--- src/rtl/clock_display_scan.sv ---
// clock_display_scan
//
// Display stage for the clock/timer counter. Converts the binary hour, minute
// and second counts to BCD and drives a 6-digit, time-multiplexed,
// common-anode 7-segment display. One digit is lit at a time. In set mode the
// selected field blinks. In timer mode the decimal point on digit 0 is lit.
//
// Digit map: 0 = sec ones, 1 = sec tens, 2 = min ones, 3 = min tens,
//            4 = hour ones, 5 = hour tens.
//
// Parameters:
//   SCAN_DIV   i_clk cycles each digit is held (>= 2)
//   BLINK_DIV  i_clk cycles per blink half-period (>= 2)
//
// Ports:
//   i_clk      system clock
//   i_reset    asynchronous active-high reset
//   i_count_h  hour count, binary 0..63
//   i_count_m  minute count, binary 0..63
//   i_count_s  second count, binary 0..63
//   i_mode     1 = clock mode, 0 = timer mode
//   i_set      set mode active
//   i_hour     hour field selected for editing
//   i_min      minute field selected for editing
//   i_sec      second field selected for editing
//   o_an       digit enables, active-low, bit k = digit k
//   o_seg      segments {g,f,e,d,c,b,a}, active-low
//   o_dp       decimal point, active-low
module clock_display_scan #(
  parameter int unsigned SCAN_DIV  = 50000,
  parameter int unsigned BLINK_DIV = 25000000
) (
  input  logic       i_clk,
  input  logic       i_reset,
  input  logic [5:0] i_count_h,
  input  logic [5:0] i_count_m,
  input  logic [5:0] i_count_s,
  input  logic       i_mode,
  input  logic       i_set,
  input  logic       i_hour,
  input  logic       i_min,
  input  logic       i_sec,
  output logic [5:0] o_an,
  output logic [6:0] o_seg,
  output logic       o_dp
);

  localparam int unsigned ScanW  = (SCAN_DIV  > 1) ? $clog2(SCAN_DIV)  : 1;
  localparam int unsigned BlinkW = (BLINK_DIV > 1) ? $clog2(BLINK_DIV) : 1;

  localparam logic [ScanW-1:0]  ScanMax  = ScanW'(SCAN_DIV - 1);
  localparam logic [BlinkW-1:0] BlinkMax = BlinkW'(BLINK_DIV - 1);

  // Field codes, derived from the digit index as index >> 1.
  localparam logic [1:0] FieldSec  = 2'd0;
  localparam logic [1:0] FieldMin  = 2'd1;
  localparam logic [1:0] FieldHour = 2'd2;
  localparam logic [1:0] FieldNone = 2'd3;

  localparam logic [6:0] SegBlank = 7'b1111111;
  localparam logic [5:0] AnOff    = 6'b111111;

  // Binary 0..63 to {tens, ones}. A compare chain keeps this to a few small
  // comparators instead of a general divider.
  function automatic logic [7:0] to_bcd(input logic [5:0] v);
    logic [3:0] tens;
    logic [3:0] ones;
    if (v >= 6'd60) begin
      tens = 4'd6;
      ones = 4'(v - 6'd60);
    end else if (v >= 6'd50) begin
      tens = 4'd5;
      ones = 4'(v - 6'd50);
    end else if (v >= 6'd40) begin
      tens = 4'd4;
      ones = 4'(v - 6'd40);
    end else if (v >= 6'd30) begin
      tens = 4'd3;
      ones = 4'(v - 6'd30);
    end else if (v >= 6'd20) begin
      tens = 4'd2;
      ones = 4'(v - 6'd20);
    end else if (v >= 6'd10) begin
      tens = 4'd1;
      ones = 4'(v - 6'd10);
    end else begin
      tens = 4'd0;
      ones = v[3:0];
    end
    return {tens, ones};
  endfunction

  // Active-low gfedcba patterns.
  function automatic logic [6:0] seg_code(input logic [3:0] d);
    logic [6:0] code;
    case (d)
      4'd0:    code = 7'b1000000;
      4'd1:    code = 7'b1111001;
      4'd2:    code = 7'b0100100;
      4'd3:    code = 7'b0110000;
      4'd4:    code = 7'b0011001;
      4'd5:    code = 7'b0010010;
      4'd6:    code = 7'b0000010;
      4'd7:    code = 7'b1111000;
      4'd8:    code = 7'b0000000;
      4'd9:    code = 7'b0010000;
      default: code = SegBlank;
    endcase
    return code;
  endfunction

  logic [ScanW-1:0]  scan_cnt_q, scan_cnt_d;
  logic [2:0]        digit_q, digit_d;
  logic [BlinkW-1:0] blink_cnt_q, blink_cnt_d;
  logic              blink_phase_q, blink_phase_d;
  logic [5:0]        an_q, an_d;
  logic [6:0]        seg_q, seg_d;
  logic              dp_q, dp_d;

  logic              scan_wrap;
  logic              blink_wrap;

  // Scan prescaler and digit index.
  always_comb begin
    scan_wrap  = (scan_cnt_q == ScanMax);
    scan_cnt_d = scan_wrap ? '0 : scan_cnt_q + 1'b1;
    digit_d    = digit_q;
    if (scan_wrap) begin
      digit_d = (digit_q == 3'd5) ? 3'd0 : digit_q + 3'd1;
    end
  end

  // Free-running blink timebase, independent of i_set so the phase never
  // depends on when set mode was entered.
  always_comb begin
    blink_wrap    = (blink_cnt_q == BlinkMax);
    blink_cnt_d   = blink_wrap ? '0 : blink_cnt_q + 1'b1;
    blink_phase_d = blink_wrap ? ~blink_phase_q : blink_phase_q;
  end

  // Output decode from the current index and live inputs.
  logic [1:0] cur_field;
  logic [1:0] sel_field;
  logic [5:0] cur_value;
  logic [7:0] cur_bcd;
  logic [3:0] cur_digit;
  logic       blank;

  always_comb begin
    cur_field = digit_q[2:1];

    unique case (cur_field)
      FieldSec:  cur_value = i_count_s;
      FieldMin:  cur_value = i_count_m;
      FieldHour: cur_value = i_count_h;
      default:   cur_value = 6'd0;
    endcase

    cur_bcd   = to_bcd(cur_value);
    cur_digit = digit_q[0] ? cur_bcd[7:4] : cur_bcd[3:0];

    // Hour wins over minute, minute over second.
    if (i_hour) begin
      sel_field = FieldHour;
    end else if (i_min) begin
      sel_field = FieldMin;
    end else if (i_sec) begin
      sel_field = FieldSec;
    end else begin
      sel_field = FieldNone;
    end

    blank = i_set && blink_phase_q && (sel_field == cur_field);

    an_d  = AnOff;
    seg_d = SegBlank;
    dp_d  = 1'b1;
    if (!blank) begin
      an_d[digit_q] = 1'b0;
      seg_d         = seg_code(cur_digit);
      // Separators after hours and minutes; digit 0 marks timer mode.
      dp_d = !((digit_q == 3'd2) || (digit_q == 3'd4) || ((digit_q == 3'd0) && !i_mode));
    end
  end

  always_ff @(posedge i_clk or posedge i_reset) begin
    if (i_reset) begin
      scan_cnt_q    <= '0;
      digit_q       <= 3'd0;
      blink_cnt_q   <= '0;
      blink_phase_q <= 1'b0;
      an_q          <= AnOff;
      seg_q         <= SegBlank;
      dp_q          <= 1'b1;
    end else begin
      scan_cnt_q    <= scan_cnt_d;
      digit_q       <= digit_d;
      blink_cnt_q   <= blink_cnt_d;
      blink_phase_q <= blink_phase_d;
      an_q          <= an_d;
      seg_q         <= seg_d;
      dp_q          <= dp_d;
    end
  end

  assign o_an  = an_q;
  assign o_seg = seg_q;
  assign o_dp  = dp_q;

endmodule

--- config.mk ---
export PLATFORM = sky130hd
export DESIGN_NAME = clock_display_scan
export DESIGN_NICKNAME = d
export VERILOG_FILES = /design/src/rtl/clock_display_scan.sv
export SDC_FILE = /design/constraint.sdc
export NUM_CORES = 1
export LEC_CHECK = 0
export ABC_AREA = 1
export BUFFER_PORTS_ARGS = -buffer_cell sky130_fd_sc_hd__buf_2
export CAP_MARGIN = 20
export CORE_ASPECT_RATIO = 1.2
export CORE_MARGIN = 10
export CORE_UTILIZATION = 45
export CTS_CLUSTER_SIZE = 10
export DETAILED_ROUTE_END_ITERATION = 10
export PLACE_DENSITY = 0.67
export SKIP_CTS_REPAIR_TIMING = 1
export SYNTH_ARGS = -nofsm -noshare
export SYNTH_HDL_FRONTEND = slang
export SYNTH_SLANG_ARGS = --single-unit
--- constraint.sdc ---
create_clock -name i_clk -period 2.6 [get_ports i_clk]
set_clock_uncertainty 0.15 [all_clocks]
set_input_delay 0.65 -clock i_clk [delete_from_list [all_inputs] [get_ports i_clk]]
set_output_delay 0.65 -clock i_clk [all_outputs]
set_load 0.005 [all_outputs]
==> results.cfg, run 1 <==
[run_status]
status = finished with violations
violations = negative setup slack

[worst_setup_path]
crit_chain = buf_4, nor2_8, nand2_2, nand3_4, ha_4, inv_2, nor2_2, nand3_2, nand2_2, nand2_1, nand2_1, nand2_1, nand2_2, nand2_2, nand2_2, nand2_2, a21boi_4, ha_1, inv_1, nand3_1, nand3_2, nand3_1
slowest_delay_ns = 0.44
r2r_slack_ns = -0.17
crit_fanout = 6
cp.required_ns = 2.71
endpoint_kind = flip-flop
start_kind = flip-flop
crit_top_cell = nand2_2
slowest_stage = dfrtp_2
crit_type = reg -> reg
cp.arrival_ns = 2.88

[cts]
clk_latency_ns = 0.33
clkSlewWorstSetupHoldPaths_ns = 0.06
cts_buffers = 9
clock-sinks = 59
htree_levels = 3
cts_tree = yes
clock-root-buffer = clkbuf_8
clockBufferDepth = 2

[logic_synthesis]
synth_fp_nets = 519
synth-seq-cells = 59
syn_inst = 480
async_reset_ff_share_pct = 100
yosysWarningCount = 0
syn_area_per_cell_um2 = 7.92
syn-cell-area_mm2 = 0.00380
ys.flop_type = dfrtp_1
yosysUniqueCellTypes = 39
synth_enable_flop_cells = 0
yosysSeqAreaShare_pct = 39.3

[global_route]
grt_pass1_wl_um = 14600
antenna_found_initial = 0
grt_usage_pct = 13.7
grt_pass1_vias = 3296
globalRouteOverflowTotal = 0
grt_max_degree = 60

[power_and_ir_drop]
power.leakage_nw = 2.49
p_sw_uw = 549
intPower_mw = 1.70
power_frac_comb_pct = 15.1
switching_share_pct = 24.4
seqPwrFrac_pct = 43.1
cellPowerDensity_mw_per_mm2 = 452
irDropWorstVdd_v = 0.000387
clkPwrFrac_pct = 41.8

[floorplanning]
die-width_um = 104
die-area_mm2 = 0.0125
start_util_pct = 46.4
die_h_um = 121
coreArea_mm2 = 0.00820
core.rowCount = 36
io_pins = 39

[sta]
timing.slew.headroom_pct = 71.7
slew_viol_final = 0
tightest_slew_ns = 0.423
rsz0062_at_grt = yes
final-hold-violation-count = 0
fmax_ghz = 0.361
setup_viol = 7
fin_setup_tns_ns = -1.13
finalCriticalPeriod_ns = 2.77
finalWorstSetupSlack_ns = -0.170
finalCritPeriodShare_pct = 107

[layout]
nNetsFinal = 617
drive_gt1_share_pct = 37.4
final_common_cell = nand2_1
final_core_util_pct = 60.8
antenna_cells = 0
syn2layout_area_growth_pct = 31.0
layout_common_cells = nand2_1 (80), inv_1 (69), nor2_1 (56)

[place]
globalplace.congestion = 0.919
hpwl_um = 6790
port_buffers = 38
place_ws_ns = -0.343

[routing]
drc_errors = 0
routedWlPerCell_um = 12.7
vias = 3371
ant_nets = 0
via_per_inst = 4.84
dr.pass1.iters = 4
drt_iter0_drc = 142
routed_wl_um = 8880

[job]
drv_cap = 0

[hold_path]
hp-class = in -> async
==> flip-flops by register name (all words and copies together) (netlist names) <==
name and cells:
blink_cnt_q 25, blink_phase_q 1, digit_q 3, o_an 6
o_dp 1, o_seg 7, scan_cnt_q 16
==> power by group through the flow <==
stage	registers [mW]	logic [mW]	clock network (mW)
after floorplan	0.991	0.175	0
after global placement	0.986	0.302	0
after detailed placement	0.988	0.310	0
after global routing	0.974	0.376	1.00
after CTS	0.971	0.310	0.959
final	0.970	0.341	0.940
==> final timing paths <==
path / startpoint / end / cells after the start
setup / recovery: digit_q[1]$_DFFE_PP0N_ / o_seg[0]$_DFF_PP1_ / 22
hold / removal: i_reset / blink_cnt_q[20]$_DFF_PP0_ / 3
setup reg to reg: digit_q[1]$_DFFE_PP0N_ / o_seg[0]$_DFF_PP1_ / 22
hold reg to reg: scan_cnt_q[0]$_DFF_PP0_ / scan_cnt_q[0]$_DFF_PP0_ / 1
max in group asynchronous: i_reset / o_an[2]$_DFF_PP1_ / 3
min in group i_clk: scan_cnt_q[0]$_DFF_PP0_ / scan_cnt_q[0]$_DFF_PP0_ / 1
==> metal layers <==
| layer | routed length (µm) | up-vias | global-route usage [%] |
|---|---|---|---|
| met5 | 0 | - | 0 |
| met2 | 4590 | 56 | 24.8 |
| met1 | 3900 | 1569 | 15.5 |
| met4 | 155 | 0 | 7.49 |
| li1 | - | 1733 | - |
| met3 | 240 | 13 | 1.49 |
==> cells by family (layout without fill, tap and decap cells) <==
logic type / after synthesis / after routing / share of synthesized area, %
compound gates: 44 / 44 / 7.34
xor+xnor: 13 / 13 / 2.99
buf+inv: 88 / 191 / 9.28
flops: 59 / 59 / 39.3
simple gates: 262 / 262 / 36.5
fa+ha+maj: 14 / 14 / 4.61
==> worst max-delay path, delay by kind of cell (launching register included) <==
family,cells,cell delay [ns]
compound gates,1,0.22
buf+inv,3,0.27
flops,1,0.44
fa+ha+maj,2,0.34
simple gates,16,1.29
==> area by class of cell <==
type	instances	area [µm²]
sequential	59	1500
inverter	83	327
multi-input combinational	333	2170
clock buffer	14	163
fill	731	3220
tap	114	143
clock inverter	2	60.1
timing repair buffer	92	624
==> synthesized netlist by cell type (2+ instances only) <==
cell,n,area [µm²]
nor4_1,6,37.5
inv_1,73,274
a221oi_1,2,17.5
nand2_4,5,56.3
nor2_1,58,218
nand2_2,18,113
nand3_1,34,170
nor2_4,5,56.3
o21ai_0,9,45.0
xor2_1,12,105
ha_1,14,175
a31oi_1,2,12.5
a21oi_1,17,85.1
nand2_1,84,315
o21ai_1,6,30.0
clkbuf_1,3,11.3
nor2_2,7,43.8
and3_1,4,25.0
a211oi_1,2,15.0
inv_2,7,26.3
buf_6,2,22.5
nand3_4,4,70.1
dfstp_2,14,368
nand3_2,14,140
nand4_1,10,62.6
nor3_1,11,55.1
dfrtp_1,45,1130
==> stage by stage <==
step / total power [mW] / hold slack [ns] / cell area [µm²] / cells
global route: 2.35 / 0.246 / 4980 / 697
global placement: 1.29 / 0.294 / 4510 / 670
CTS: 2.24 / 0.230 / 4730 / 686
finish: 2.25 / 0.217 / 4980 / 697
floorplan: 1.17 / 0.283 / 3860 / 480
detailed placement: 1.30 / 0.304 / 4510 / 670
No activity file was read; power rests on OpenSTA's default activity.
==> inputs of run 2 (changes only) <==
--- a/config.mk
+++ b/config.mk
@@ -14,6 +14,7 @@
 export CTS_CLUSTER_SIZE = 10
 export DETAILED_ROUTE_END_ITERATION = 10
 export PLACE_DENSITY = 0.67
+export RECOVER_POWER = 50
 export SKIP_CTS_REPAIR_TIMING = 1
 export SYNTH_ARGS = -nofsm -noshare
 export SYNTH_HDL_FRONTEND = slang
==> results.cfg, run 2 (synthesis results as in run 1) <==
[sta]
timing.slew.headroom_pct = 5.48
setup_viol = 8
final-hold-violation-count = 0
finalWorstSetupSlack_ns = -0.172
finalCriticalPeriod_ns = 2.77
tightest_slew_ns = 1.42
rsz0062_at_grt = yes
slew_viol_final = 0
fmax_ghz = 0.361
finalCritPeriodShare_pct = 107

[cts]
clock-root-buffer = clkbuf_8
clkSlewWorstSetupHoldPaths_ns = 0.06
htree_levels = 3
clockBufferDepth = 2
clk_latency_ns = 0.33
cts_buffers = 9
clock-sinks = 59
cts_tree = yes

[worst_setup_path]
crit_top_cell = nand2_2
cp.required_ns = 2.71
reg2reg_from = digit_q[1]$_DFFE_PP0N_
crit_fanout = 5
slowest_delay_ns = 0.44
crit_start = digit_q[1]$_DFFE_PP0N_
endpoint_kind = flip-flop
crit_chain = buf_4, nor2_8, nand2_2, nand2_4, inv_6, ha_4, nand2_1, nand2_1, nor2_2, nand2_2, nand2_1, nand2_1, nand2_1, nand2_2, nand2_2, nand2_2, nand2_2, nand2_1, nand2_2, ha_2, inv_1, nand3_2, nand3_2, nand3_2
cp.arrival_ns = 2.88
slowest_stage = dfrtp_2
crit_type = reg -> reg
start_kind = flip-flop

[run_status]
violations = negative setup slack
status = finished with violations

[place]
globalplace.congestion = 0.919
port_buffers = 38
hpwl_um = 6790
dp.cells = 670

[layout]
nNetsFinal = 617
multiInputGateArea_mm2 = 0.00214
final_common_cell = nand2_1
drive_gt1_share_pct = 36.9
largest_register_ffs = 25
ff_latch_area_mm2 = 0.00150
stdcell_count = 697
antenna_cells = 0
syn2layout_area_growth_pct = 29.9
fill_cells = 737
regMostFlops = blink_cnt_q
layout_common_cells = nand2_1 (80), inv_1 (70), nor2_1 (56)

[floorplanning]
die-width_um = 104
start_util_pct = 46.4
io_pins = 39
die_h_um = 121
die-area_mm2 = 0.0125
coreArea_mm2 = 0.00820
core.rowCount = 36

[power_and_ir_drop]
power.leakage_nw = 2.49
irDropWorstVdd_v = 0.000386
cellPowerDensity_mw_per_mm2 = 455
p_total_mw = 2.25

[global_route]
grt_pass1_wl_um = 14600
grt_max_degree = 60
grt_pass1_vias = 3296
grt_usage_pct = 13.7
antenna_found_initial = 0
globalRouteOverflowTotal = 0

[routing]
drc_errors = 0
routedWlPerCell_um = 12.7
dr.pass1.iters = 4
drt_iter0_drc = 108
routed_wl_um = 8830
via_per_inst = 4.83
ant_nets = 0
vias = 3365

[job]
drv_cap = 0

[hold_path]
hp-class = reg -> reg
hp-start = scan_cnt_q[0]$_DFF_PP0_
run 2: changes by cell type in the layout (fill, tap and decap cells not counted), sizes merged:
cell    before  now
buf         92   91
clkbuf      14   15
run 2: final cells by class:
| class | count | share of cell area (%) |
|---|---|---|
| Sequential cell | 59 | 30.3 |
| Multi-Input combinational cell | 333 | 43.4 |
| Clock buffer | 14 | 3.29 |
| Timing Repair Buffer | 92 | 12.3 |
| Clock inverter | 2 | 1.22 |
| Inverter | 83 | 6.61 |
| Tap cell | 114 | 2.89 |
run 2: power breakdown:
group	switching, mW	total [mW]	internal (mW)
Sequential	0.00643	0.970	0.964
Combinational	0.195	0.338	0.142
Clock	0.345	0.939	0.594
run 2: path summary, 6_finish.rpt:
path                                              to  slack [ns]  depth (start not counted)
setup / recovery                  o_seg[6]$_DFF_PP1_       -0.17                         24
hold / removal               scan_cnt_q[0]$_DFF_PP0_        0.31                          1
hold reg to reg              scan_cnt_q[0]$_DFF_PP0_        0.31                          1
max in group asynchronous     digit_q[2]$_DFFE_PP0N_        0.69                          3
min in group asynchronous  blink_cnt_q[20]$_DFF_PP0_        0.65                          3
setup reg to reg                  o_seg[6]$_DFF_PP1_       -0.17                         24
run 2: worst max-delay path: cells and delay by family, from the launching register on:
kind | cells | cell delay, ns
adders and majority gates | 2 | 0.31
buffers and inverters | 3 | 0.28
DFF | 1 | 0.44
and+or+nand+nor | 19 | 1.51
run 2: per-stage QoR:
step / cell area (µm²) / setup slack (ns) / TNS, ns / util, % / hold WS (ns)
2_1_floorplan: 3860 / -0.102 / -0.461 / - / 0.283
3_3_place_gp: 4510 / -0.240 / -1.52 / 55.0 / 0.294
3_5_place_dp: 4510 / -0.343 / -2.02 / 55.0 / 0.304
4_1_cts: 4730 / -0.275 / -1.59 / 57.7 / 0.230
5_1_grt: 4940 / -0.399 / -3.31 / 60.3 / 0.340
6_report: 4940 / -0.172 / -1.13 / 60.3 / 0.305
run 2: per-layer routing:
metal	track usage, %	wire, µm	vias to the layer above	share of wire (%)
met5	0	0	-	0
met4	7.49	152	0	1.7
met3	1.49	191	13	2.2
met2	24.8	4580	50	52
met1	15.5	3900	1569	44
li1	-	-	1733	-
==> inputs of run 3 (changes only) <==
--- a/config.mk
+++ b/config.mk
@@ -13,7 +13,7 @@
 export CORE_UTILIZATION = 45
 export CTS_CLUSTER_SIZE = 10
 export DETAILED_ROUTE_END_ITERATION = 10
-export PLACE_DENSITY = 0.67
+export PLACE_DENSITY = 0.65
 export RECOVER_POWER = 50
 export SKIP_CTS_REPAIR_TIMING = 1
 export SYNTH_ARGS = -nofsm -noshare
==> constraint.sdc (replaced) <==
create_clock -name i_clk -period 2.9 [get_ports i_clk]
set_clock_uncertainty 0.15 [all_clocks]
set_input_delay 0.145 -clock i_clk [delete_from_list [all_inputs] [get_ports i_clk]]
set_output_delay 0.145 -clock i_clk [all_outputs]
set_load 0.005 [all_outputs]
==> results.cfg, run 3 (synthesis results as in run 1) <==
[run_status]
status = finished clean

[worst_setup_path]
r2r_slack_ns = 0.06
worstReg2RegEnd = o_seg[0]$_DFF_PP1_
crit_fanout = 4
cp.required_ns = 3.02
start_kind = flip-flop
cp.arrival_ns = 2.96
reg2reg_from = digit_q[1]$_DFFE_PP0N_
endpoint_kind = flip-flop
crit_type = reg -> reg
r2r_cells = 24

[sta]
fmax_ghz = 0.352
rsz0062_at_grt = yes
finalCritPeriodShare_pct = 97.8
finalWorstSetupSlack_ns = 0.0624
slew_viol_final = 0
final-hold-violation-count = 0
finalCriticalPeriod_ns = 2.84
timing.hold.ws_ns = 0.109
timing.slew.headroom_pct = 30.8
setup_viol = 0
tightest_slew_ns = 1.04

[routing]
vias = 3352
drt_iter0_drc = 120
via_per_inst = 4.96
routed_wl_um = 8740
dr.pass1.iters = 4
routedWlPerCell_um = 12.9
ant_nets = 0
drc_errors = 0

[cts]
htree_levels = 3
clk_latency_ns = 0.34
clockBufferDepth = 2
clock-root-buffer = clkbuf_8
cts_tree = yes
cts_buffers = 9
clkSlewWorstSetupHoldPaths_ns = 0.07
clock-sinks = 59

[layout]
layout_common_cells = nand2_1 (77), inv_1 (66), nor2_1 (57)
fill_cells = 777
nNetsFinal = 596
syn2layout_area_growth_pct = 26.4
multiInputGateArea_mm2 = 0.00216
ff_latch_area_mm2 = 0.00150
drive_gt1_share_pct = 33.5
final_core_util_pct = 58.6
antenna_cells = 0
final_common_cell = nand2_1
largest_register_ffs = 25
regMostFlops = blink_cnt_q

[floorplanning]
die_h_um = 121
die-area_mm2 = 0.0125
die-width_um = 104
io_pins = 39
core.rowCount = 36
start_util_pct = 46.4
coreArea_mm2 = 0.00820

[hold_path]
hold_end = o_an[2]$_DFF_PP1_
hp-class = in -> reg
hp-start = i_set
hold_depth = 4

[global_route]
grt_pass1_wl_um = 14300
grt_max_degree = 30
antenna_found_initial = 0
grt_usage_pct = 13.5
grt_pass1_vias = 3232
globalRouteOverflowTotal = 0

[power_and_ir_drop]
p_sw_uw = 503
seqPwrFrac_pct = 43.1
switching_share_pct = 24.9
cellPowerDensity_mw_per_mm2 = 420
p_total_mw = 2.02
clkPwrFrac_pct = 42.0
intPower_mw = 1.52
power_frac_comb_pct = 14.9
power.leakage_nw = 2.36
irDropWorstVdd_v = 0.000209

[place]
globalplace.congestion = 0.905
place_ws_ns = 0.0106
port_buffers = 38
hpwl_um = 6390

[job]
drv_cap = 0
[run 3: cell count changes in the layout (fill, tap and decap cells not counted), moves of 3 or more]
| cell | delta |
|---|---|
| buf_2 | -11 |
| nand2_1 | -3 |
| inv_1 | -4 |
| clkbuf_1 | +11 |
| nor2_2 | -4 |
| nor2_4 | +3 |
| buf_4 | -26 |
[run 3: critical path: stages, from the launching register on]
cell	delay, ns
dfrtp_2	0.42
clkinv_4	0.09
nor2_4	0.15
nand2_1	0.08
nand2_1	0.07
inv_2	0.04
nand2_4	0.10
inv_6	0.06
ha_4	0.16
nand2_2	0.06
nand2_2	0.07
nor2_4	0.12
nand2_2	0.08
nand2_1	0.06
nand2_1	0.04
nand2_1	0.06
nand2_2	0.07
nand3_2	0.09
nand2_4	0.07
a21boi_4	0.23
ha_2	0.22
inv_2	0.04
nand2_2	0.07
nand3_2	0.08
nand3_2	0.06
[run 3: worst max path at each step]
stage                                 from            endpoint  slack, ns  cells past startpoint
CTS                 digit_q[1]$_DFFE_PP0N_  o_seg[3]$_DFF_PP1_      -0.02                     21
global route        digit_q[1]$_DFFE_PP0N_  o_seg[3]$_DFF_PP1_      -0.11                     24
finish              digit_q[1]$_DFFE_PP0N_  o_seg[0]$_DFF_PP1_       0.06                     24
global placement    digit_q[1]$_DFFE_PP0N_  o_seg[6]$_DFF_PP1_       0.08                     22
detailed placement  digit_q[1]$_DFFE_PP0N_  o_seg[3]$_DFF_PP1_       0.01                     21
floorplan           digit_q[1]$_DFFE_PP0N_  o_seg[3]$_DFF_PP1_       0.07                     25
[run 3: area by class of cell]
type                       count  area share [%]
sequential                    59            31.1
multi-input combinational    333            45.0
inverter                      83            6.90
timing repair buffer          71            9.27
tap                          114            2.97
clock buffer                  12            3.23
clock inverter                 4            1.51
[run 3: power groups by stage]
stage,logic [mW],clock network (mW),registers (mW)
finish,0.300,0.848,0.871
global route,0.331,0.901,0.874
CTS,0.243,0.861,0.871
detailed placement,0.241,0,0.886
global placement,0.238,0,0.885
floorplan,0.150,0,0.889
[run 3: routing by layer]
| metal | up-vias | track usage [%] | wire (µm) |
|---|---|---|---|
| li1 | 1687 | - | - |
| met1 | 1577 | 15.1 | 3740 |
| met2 | 70 | 24.4 | 4520 |
| met3 | 18 | 2.60 | 264 |
| met4 | 0 | 5.84 | 213 |
| met5 | - | 0 | 0 |
[run 3: per-stage QoR]
| step | cells | area (µm²) | setup TNS (ns) |
|---|---|---|---|
| after global placement | 642 | 4220 | 0 |
| after global routing | 676 | 4810 | -0.529 |
| after floorplan | 480 | 3800 | 0 |
| after detailed placement | 642 | 4220 | 0 |
| final | 676 | 4810 | 0 |
| after CTS | 658 | 4440 | -0.0226 |
